### src/rtl/audio_beat_scheduler.sv
// Beat scheduler: shares the single tone path between background music and queued
// sound-effect clips, freezing the music beat while a clip plays.
module audio_beat_scheduler #(
    parameter int BGM_LAST = 1200,
    parameter int SFX_LEN  = 16,
    parameter int NUM_SFX  = 4
) (
    input  logic                       clk22,
    input  logic                       rst,
    input  logic                       i_bgm_en,
    input  logic [NUM_SFX-1:0]         i_sfx_req,
    output logic [11:0]                o_beat_num,
    output logic [$clog2(NUM_SFX)-1:0] o_sfx_id,
    output logic [5:0]                 o_sfx_beat,
    output logic                       o_src_sel,
    output logic                       o_mute,
    output logic                       o_sfx_done,
    output logic [NUM_SFX-1:0]         o_pending
);
    localparam int ID_W = $clog2(NUM_SFX);

    typedef enum logic [1:0] {IDLE, BGM, SFX} state_t;

    state_t               r_state, w_state_nx;
    logic                 r_bgm_s1, r_bgm_s2;
    logic [NUM_SFX-1:0]   r_req_s1, r_req_s2, r_req_s3;
    logic [NUM_SFX-1:0]   r_pending, w_pending_nx, w_rise, w_grant_mask;
    logic [11:0]          r_beat_num, w_beat_nx;
    logic [ID_W-1:0]      r_sfx_id, w_id_nx, w_winner;
    logic [5:0]           r_sfx_beat, w_sbeat_nx;
    logic                 r_src_sel, r_mute, r_sfx_done, w_done_nx, w_grant;

    assign w_rise = r_req_s2 & ~r_req_s3;

    always_comb begin
        w_winner = '0;
        for (int i = NUM_SFX - 1; i >= 0; i--) begin
            if (r_pending[i]) w_winner = ID_W'(i);
        end
    end

    always_comb begin
        w_state_nx = r_state;
        w_beat_nx  = r_beat_num;
        w_id_nx    = r_sfx_id;
        w_sbeat_nx = r_sfx_beat;
        w_done_nx  = 1'b0;
        w_grant    = 1'b0;
        case (r_state)
            IDLE: begin
                w_beat_nx = '0;
                if (r_pending != '0)  w_grant    = 1'b1;
                else if (r_bgm_s2)    w_state_nx = BGM;
            end
            BGM: begin
                // The pending check wins so the beat stays frozen on the preempting edge.
                if (r_pending != '0) begin
                    w_grant = 1'b1;
                end else if (!r_bgm_s2) begin
                    w_state_nx = IDLE;
                    w_beat_nx  = '0;
                end else begin
                    w_beat_nx = (r_beat_num == 12'(BGM_LAST)) ? 12'd0 : r_beat_num + 12'd1;
                end
            end
            SFX: begin
                if (r_sfx_beat == 6'(SFX_LEN - 1)) begin
                    if (r_pending != '0) begin
                        w_grant = 1'b1;
                    end else if (r_bgm_s2) begin
                        w_state_nx = BGM;
                    end else begin
                        w_state_nx = IDLE;
                        w_beat_nx  = '0;
                    end
                end else begin
                    w_sbeat_nx = r_sfx_beat + 6'd1;
                    w_done_nx  = (r_sfx_beat + 6'd1 == 6'(SFX_LEN - 1));
                end
            end
            default: begin
                w_state_nx = IDLE;
                w_beat_nx  = '0;
            end
        endcase
        if (w_grant) begin
            w_state_nx = SFX;
            w_id_nx    = w_winner;
            w_sbeat_nx = '0;
            w_done_nx  = (SFX_LEN == 1);
        end
    end

    // A rise on the clip being granted re-sets its bit, queueing a replay.
    assign w_grant_mask = w_grant ? ({{(NUM_SFX-1){1'b0}}, 1'b1} << w_winner) : '0;
    assign w_pending_nx = (r_pending & ~w_grant_mask) | w_rise;

    always_ff @(posedge clk22 or posedge rst) begin
        if (rst) begin
            r_bgm_s1  <= 1'b0;
            r_bgm_s2  <= 1'b0;
            r_req_s1  <= '0;
            r_req_s2  <= '0;
            r_req_s3  <= '0;
            r_pending <= '0;
        end else begin
            r_bgm_s1  <= i_bgm_en;
            r_bgm_s2  <= r_bgm_s1;
            r_req_s1  <= i_sfx_req;
            r_req_s2  <= r_req_s1;
            r_req_s3  <= r_req_s2;
            r_pending <= w_pending_nx;
        end
    end

    always_ff @(posedge clk22 or posedge rst) begin
        if (rst) begin
            r_state    <= IDLE;
            r_beat_num <= '0;
            r_sfx_id   <= '0;
            r_sfx_beat <= '0;
            r_src_sel  <= 1'b0;
            r_mute     <= 1'b1;
            r_sfx_done <= 1'b0;
        end else begin
            r_state    <= w_state_nx;
            r_beat_num <= w_beat_nx;
            r_sfx_id   <= w_id_nx;
            r_sfx_beat <= w_sbeat_nx;
            r_src_sel  <= (w_state_nx == SFX);
            r_mute     <= (w_state_nx == IDLE);
            r_sfx_done <= w_done_nx;
        end
    end

    assign o_beat_num = r_beat_num;
    assign o_sfx_id   = r_sfx_id;
    assign o_sfx_beat = r_sfx_beat;
    assign o_src_sel  = r_src_sel;
    assign o_mute     = r_mute;
    assign o_sfx_done = r_sfx_done;
    assign o_pending  = r_pending;
endmodule
### config.mk
export PLATFORM = sky130hd
export DESIGN_NAME = audio_beat_scheduler
export DESIGN_NICKNAME = d
export VERILOG_FILES = /design/src/rtl/audio_beat_scheduler.sv
export SDC_FILE = /design/constraint.sdc
export NUM_CORES = 1
export LEC_CHECK = 0
export BUFFER_PORTS_ARGS = -buffer_cell sky130_fd_sc_hd__buf_2
export CAP_MARGIN = 20
export CORE_UTILIZATION = 55
export CTS_CLUSTER_DIAMETER = 60
export CTS_CLUSTER_SIZE = 28
export DETAILED_ROUTE_END_ITERATION = 8
export PLACE_DENSITY = 0.78
export SLEW_MARGIN = 20
export SYNTH_ARGS = -nofsm -noshare
export SYNTH_HDL_FRONTEND = slang
export SYNTH_SLANG_ARGS = --single-unit
export TNS_END_PERCENT = 50
### constraint.sdc
create_clock -name clk22 -period 3.7 [get_ports clk22]
set_input_delay 0.37 -clock clk22 [delete_from_list [all_inputs] [get_ports clk22]]
set_output_delay 0.37 -clock clk22 [all_outputs]
set_load 0.05 [all_outputs]
### Word level (Yosys, flattened, before mapping)

Index checks and enable logic that the tools add are counted.

* flip-flop bits (word level): 43
* input port bits: 7
* output and inout port bits: 27

* $add $sub $neg: 2
* equal/unequal tests: 11
* shifts and indexed selects: 1
* mux-type cells: 30
* bitwise logic cells: 5
* reduce and logical (&&, ||, !) cells: 7

Operator list (number)
* 12-bit 2-to-1 mux: 6
* 12-bit case mux with 2 select lines: 1
* 2-bit 2-to-1 mux: 11
* 6-bit 2-to-1 mux: 3
* 12-bit by 1-bit adder with 12-bit output, second input constant: 1
* 12-bit by 11-bit == test with 1-bit output, second input constant: 1
* 6-bit by 4-bit == test with 1-bit output, second input constant: 2
* 2-bit != test, second input constant: 5
* 4-bit bitwise AND: 2
* 4-bit inverter: 2
* 6-bit by 1-bit adder with 6-bit output, second input constant: 1
* 1-bit 2-to-1 mux: 6
* 2-bit case mux with 3 select lines: 1
* 2-bit == test, second input constant: 2
* 2-bit zero test: 2
* 4-bit 2-to-1 mux: 1
* 4-bit bitwise OR: 1
* 4-bit AND reduction: 1
* 4-bit nonzero test: 1
* 1-bit by 2-bit left shift with 4-bit output, first input constant: 1
* 2-bit by 1-bit == test with 1-bit output, second input constant: 1
* 1-bit case mux with 2 select lines: 1
* 2-bit AND reduction: 1
* 2-bit nonzero test: 1
* 2-bit OR reduction: 1

### Logic depth before layout (Yosys ltp)

* depth in word-level cells: 9
* depth in mapped cells: 7

### Worst setup path after synthesis

Ideal clock, no wire load.

* kind: register to register
* start: register r_pending[2], in the netlist o_pending[2]
* end: register r_beat_num[10], in the netlist o_beat_num[10]
* setup time: 0.124 ns
* data arrival time: 2.115 ns
* path slack: 1.461 ns
* stages on the path, launching flop included: 7
* period minus slack after synthesis: 2.239 ns
* cell sequence: dfrtp_1 or4_1 buf_2 and3_4 or2_4 buf_6 a211o_1

* cells in the longest elaborated chain, start to end: 3

Ends and longest elaborated chain
* start, declared: line 27 `logic [NUM_SFX-1:0] r_pending, w_pending_nx, w_rise, w_grant_mask;`
* start signal, assigned: line 112 `r_pending <= w_pending_nx;`
* 4-bit nonzero test *: line 57, 68
* 2-bit != test (no line)
* 4-bit AND reduction (no line) *
* end signal, assigned: line 127 `r_beat_num <= w_beat_nx;`
* end, declared: line 28 `logic [11:0] r_beat_num, w_beat_nx;`

Mark *: on every way between the ends. The rest lies on a longest branch, timed or not.
A chain may end at the register's enable or synchronous reset.

### Final worst setup path

* start: register r_pending[2], in the netlist o_pending[2]
* end: register r_beat_num[8], in the netlist o_beat_num[8]

Same word-level chain as after synthesis.

==> results.cfg <==
[setup_path]
slowest_stage = or4_1
rr_endpoint = o_beat_num[8]
crit_fanout = 14
critPathLaunchType = flip-flop
path_cells = or4_1 > and3_4 > or2_4 > a211o_1
required_ns = 3.97
cp_data_arrival_time_ns = 2.58
ff2ff_path_depth = 4
reg2reg_from = o_pending[2]
regToRegSetupSlack_ns = 1.38
end_kind = flip-flop
critPathKind = flip-flop to flip-flop
cpPeakStageDelay_ns = 0.82

[finish]
final_common_cell = dfrtp_1
final_layout_size_suffix_gt1_share_pct = 22.7
num_antenna_cells = 0
syn_to_final_growth_pct = 13.9
final_nets = 230
final_cell_mix = 42 x dfrtp_1, 33 x buf_2, 12 x inv_1, 12 x and3_1, 12 x o21ai_0

[timing]
rsz0062_at_grt = false
setup_viol = 0
fin_crit_ns = 2.32
fin_setup_tns_ns = 0
worstMarginPinSlew_ns = 0.843
maxSlewViolCount = 0
slew-limit-headroom_pct = 43.7
fin_ws_ns = 1.38
max_freq_ghz = 0.432
min_period_over_period_pct = 62.6
fin_worst_skew_ns = 0.0199
fin_hold_ws_ns = 0.104
final-hold-violation-count = 0

[clock_network]
holdBufCountCts = 0
ctsResizeCount = 0
cts.sinks = 43
cts_tree = yes
htreeDepth = 2
cts_buffer_depth = 2
cts_root_buf = clkbuf_4
clkLatencyLatePin_ns = 0.37
cts_setup_buffers = 0
cts.clk_slew.worst_paths_ns = 0.14
cts_inserted_buffers = 5

[synth]
yosys.cell_types.count = 47
synth_seq_cells = 43
syn_area_um2 = 1980
syn-instance-count = 186
avgSynthCellArea_um2 = 10.7
yosysSeqAreaShare_pct = 54.3
synth_edf_count = 0
synth_async_sr_flop_share_pct = 100
yosys_warnings = 0
synth_ff_type = dfrtp_1
syn_nets = 197

[global_routing]
grt_pass1_wl_um = 6830
overflow = 0
grt_use_total_pct = 25.1
antenna_found_initial = 0
grt_max_degree = 23
grt_pass1_vias = 1466

[drt]
routed_wirelength_um = 4230
via_count = 1598
drt_iter0_markers = 141
antenna_left = 0
vias_per_cell = 6.01
dr.pass1.iters = 4
routedWlPerCell_um = 15.9
drcViolationCount = 0

[pwr]
power_mw = 1.20
clockPowerShare_pct = 25.8
switchingPower_mw = 0.442
intPower_mw = 0.758
power_density_nw_per_um2 = 531
power_frac_seq_pct = 47.7
irDropWorstVdd_uv = 474
p_sw_share_pct = 36.9
leakage_nw = 1.16
pwr-share-comb_pct = 26.5

[placement]
place_hpwl_um = 2900
gp_congestion = 0.817
dp_slack_ns = 1.43
port_buffers = 33

[floorplanning]
io_pins = 34
row_count = 21
core-area_um2 = 3390
die_h_um = 62.1
die_area_um2 = 3850
die_w_um = 62.1
start_util_pct = 58.5

[min_path]
hp-class = input port to flip-flop
min_to = r_bgm_s1
min_path_cells = 1
hold_path_startpoint = i_bgm_en

[status]
status = finished clean

[job]
drv_cap = 0
## state kept, by name, indices dropped and copies added, names as in the netlist
register / flops
o_sfx_beat: 6
o_sfx_done: 1
r_req_s2: 4
r_state: 2
o_mute: 1
o_pending: 4
r_bgm_s2: 1
r_bgm_s1: 1
r_req_s3: 4
o_src_sel: 1
o_sfx_id: 2
r_req_s1: 4
o_beat_num: 12
## synthesized netlist by cell type, types with 2 or more instances
library cell,n,share of area (%)
inv_1,12,2.3
xnor2_1,2,0.88
nor3_1,3,0.76
and4_1,2,0.88
nand4_1,5,1.6
a21o_1,2,0.76
nand3_1,6,1.5
and2_1,3,0.95
nor2_1,6,1.1
a22o_1,4,1.8
a21oi_1,5,1.3
a211o_1,9,4.0
nand2_1,10,1.9
and3_1,12,3.8
o211ai_1,2,0.76
dfrtp_1,42,53
o31ai_1,2,0.76
a31oi_1,2,0.63
ha_1,4,2.5
o21ai_0,12,3.0
nor4_1,10,3.2
clkbuf_1,5,0.95
a22oi_1,2,0.76
## worst max path at each step
| stage | start | end | slack (ns) | cells after the start |
|---|---|---|---|---|
| 2_1_floorplan | o_pending[2] | o_beat_num[10] | 1.46 | 6 |
| 3_3_place_gp | o_pending[2] | o_beat_num[9] | 1.50 | 4 |
| 3_5_place_dp | o_pending[2] | o_beat_num[9] | 1.43 | 4 |
| 4_1_cts | o_pending[2] | o_beat_num[7] | 1.40 | 4 |
| 5_1_grt | o_pending[2] | o_beat_num[9] | 1.34 | 4 |
| 6_report | o_pending[2] | o_beat_num[8] | 1.38 | 4 |
## power groups by stage
stage | Clock (mW) | Combinational, mW | Sequential, mW
4_1_cts | 0.313 | 0.320 | 0.570
5_1_grt | 0.332 | 0.342 | 0.581
2_1_floorplan | 0 | 0.121 | 0.697
3_5_place_dp | 0 | 0.317 | 0.577
3_3_place_gp | 0 | 0.312 | 0.573
6_report | 0.309 | 0.318 | 0.572
## layer usage
layer | GRT usage (%) | vias to the layer above | wire, um
met5 | 0 | - | 0
li1 | - | 755 | -
met2 | 41.9 | 45 | 2140
met1 | 32.6 | 787 | 1850
met3 | 3.73 | 11 | 152
met4 | 11.1 | 0 | 86
## area by class of cell
cell class	instances	area, um2
well taps	46	57.6
clock inverters	3	46.3
fillers	268	1130
flip-flops and latches	43	1080
clock buffers	5	37.5
inverters	12	45.0
repair buffers	34	173
multi-input cells	123	823
## through the flow
stage	cell area (um2)	std cells	util [%]
after floorplan	1980	186	-
after global placement	2180	258	64.2
after detailed placement	2180	258	64.2
after CTS	2260	266	66.7
after global routing	2260	266	66.7
final	2260	266	66.7
## cells by family (layout without fill, tap and decap cells)
kind of cell	Yosys count	in the layout	share of synthesized area, %
flops	43	43	54.3
buf+inv	20	54	4.22
simple gates	70	70	21.2
fa+ha+maj	4	4	2.52
compound gates	47	47	16.9
xor+xnor	2	2	0.883
## worst max-delay path: cells and delay by family (launching register included)
family	cells	cell delay (ns)
simple gates	3	1.44
flops	1	0.46
compound gates	1	0.31
Power figures use the tool's default switching activity.
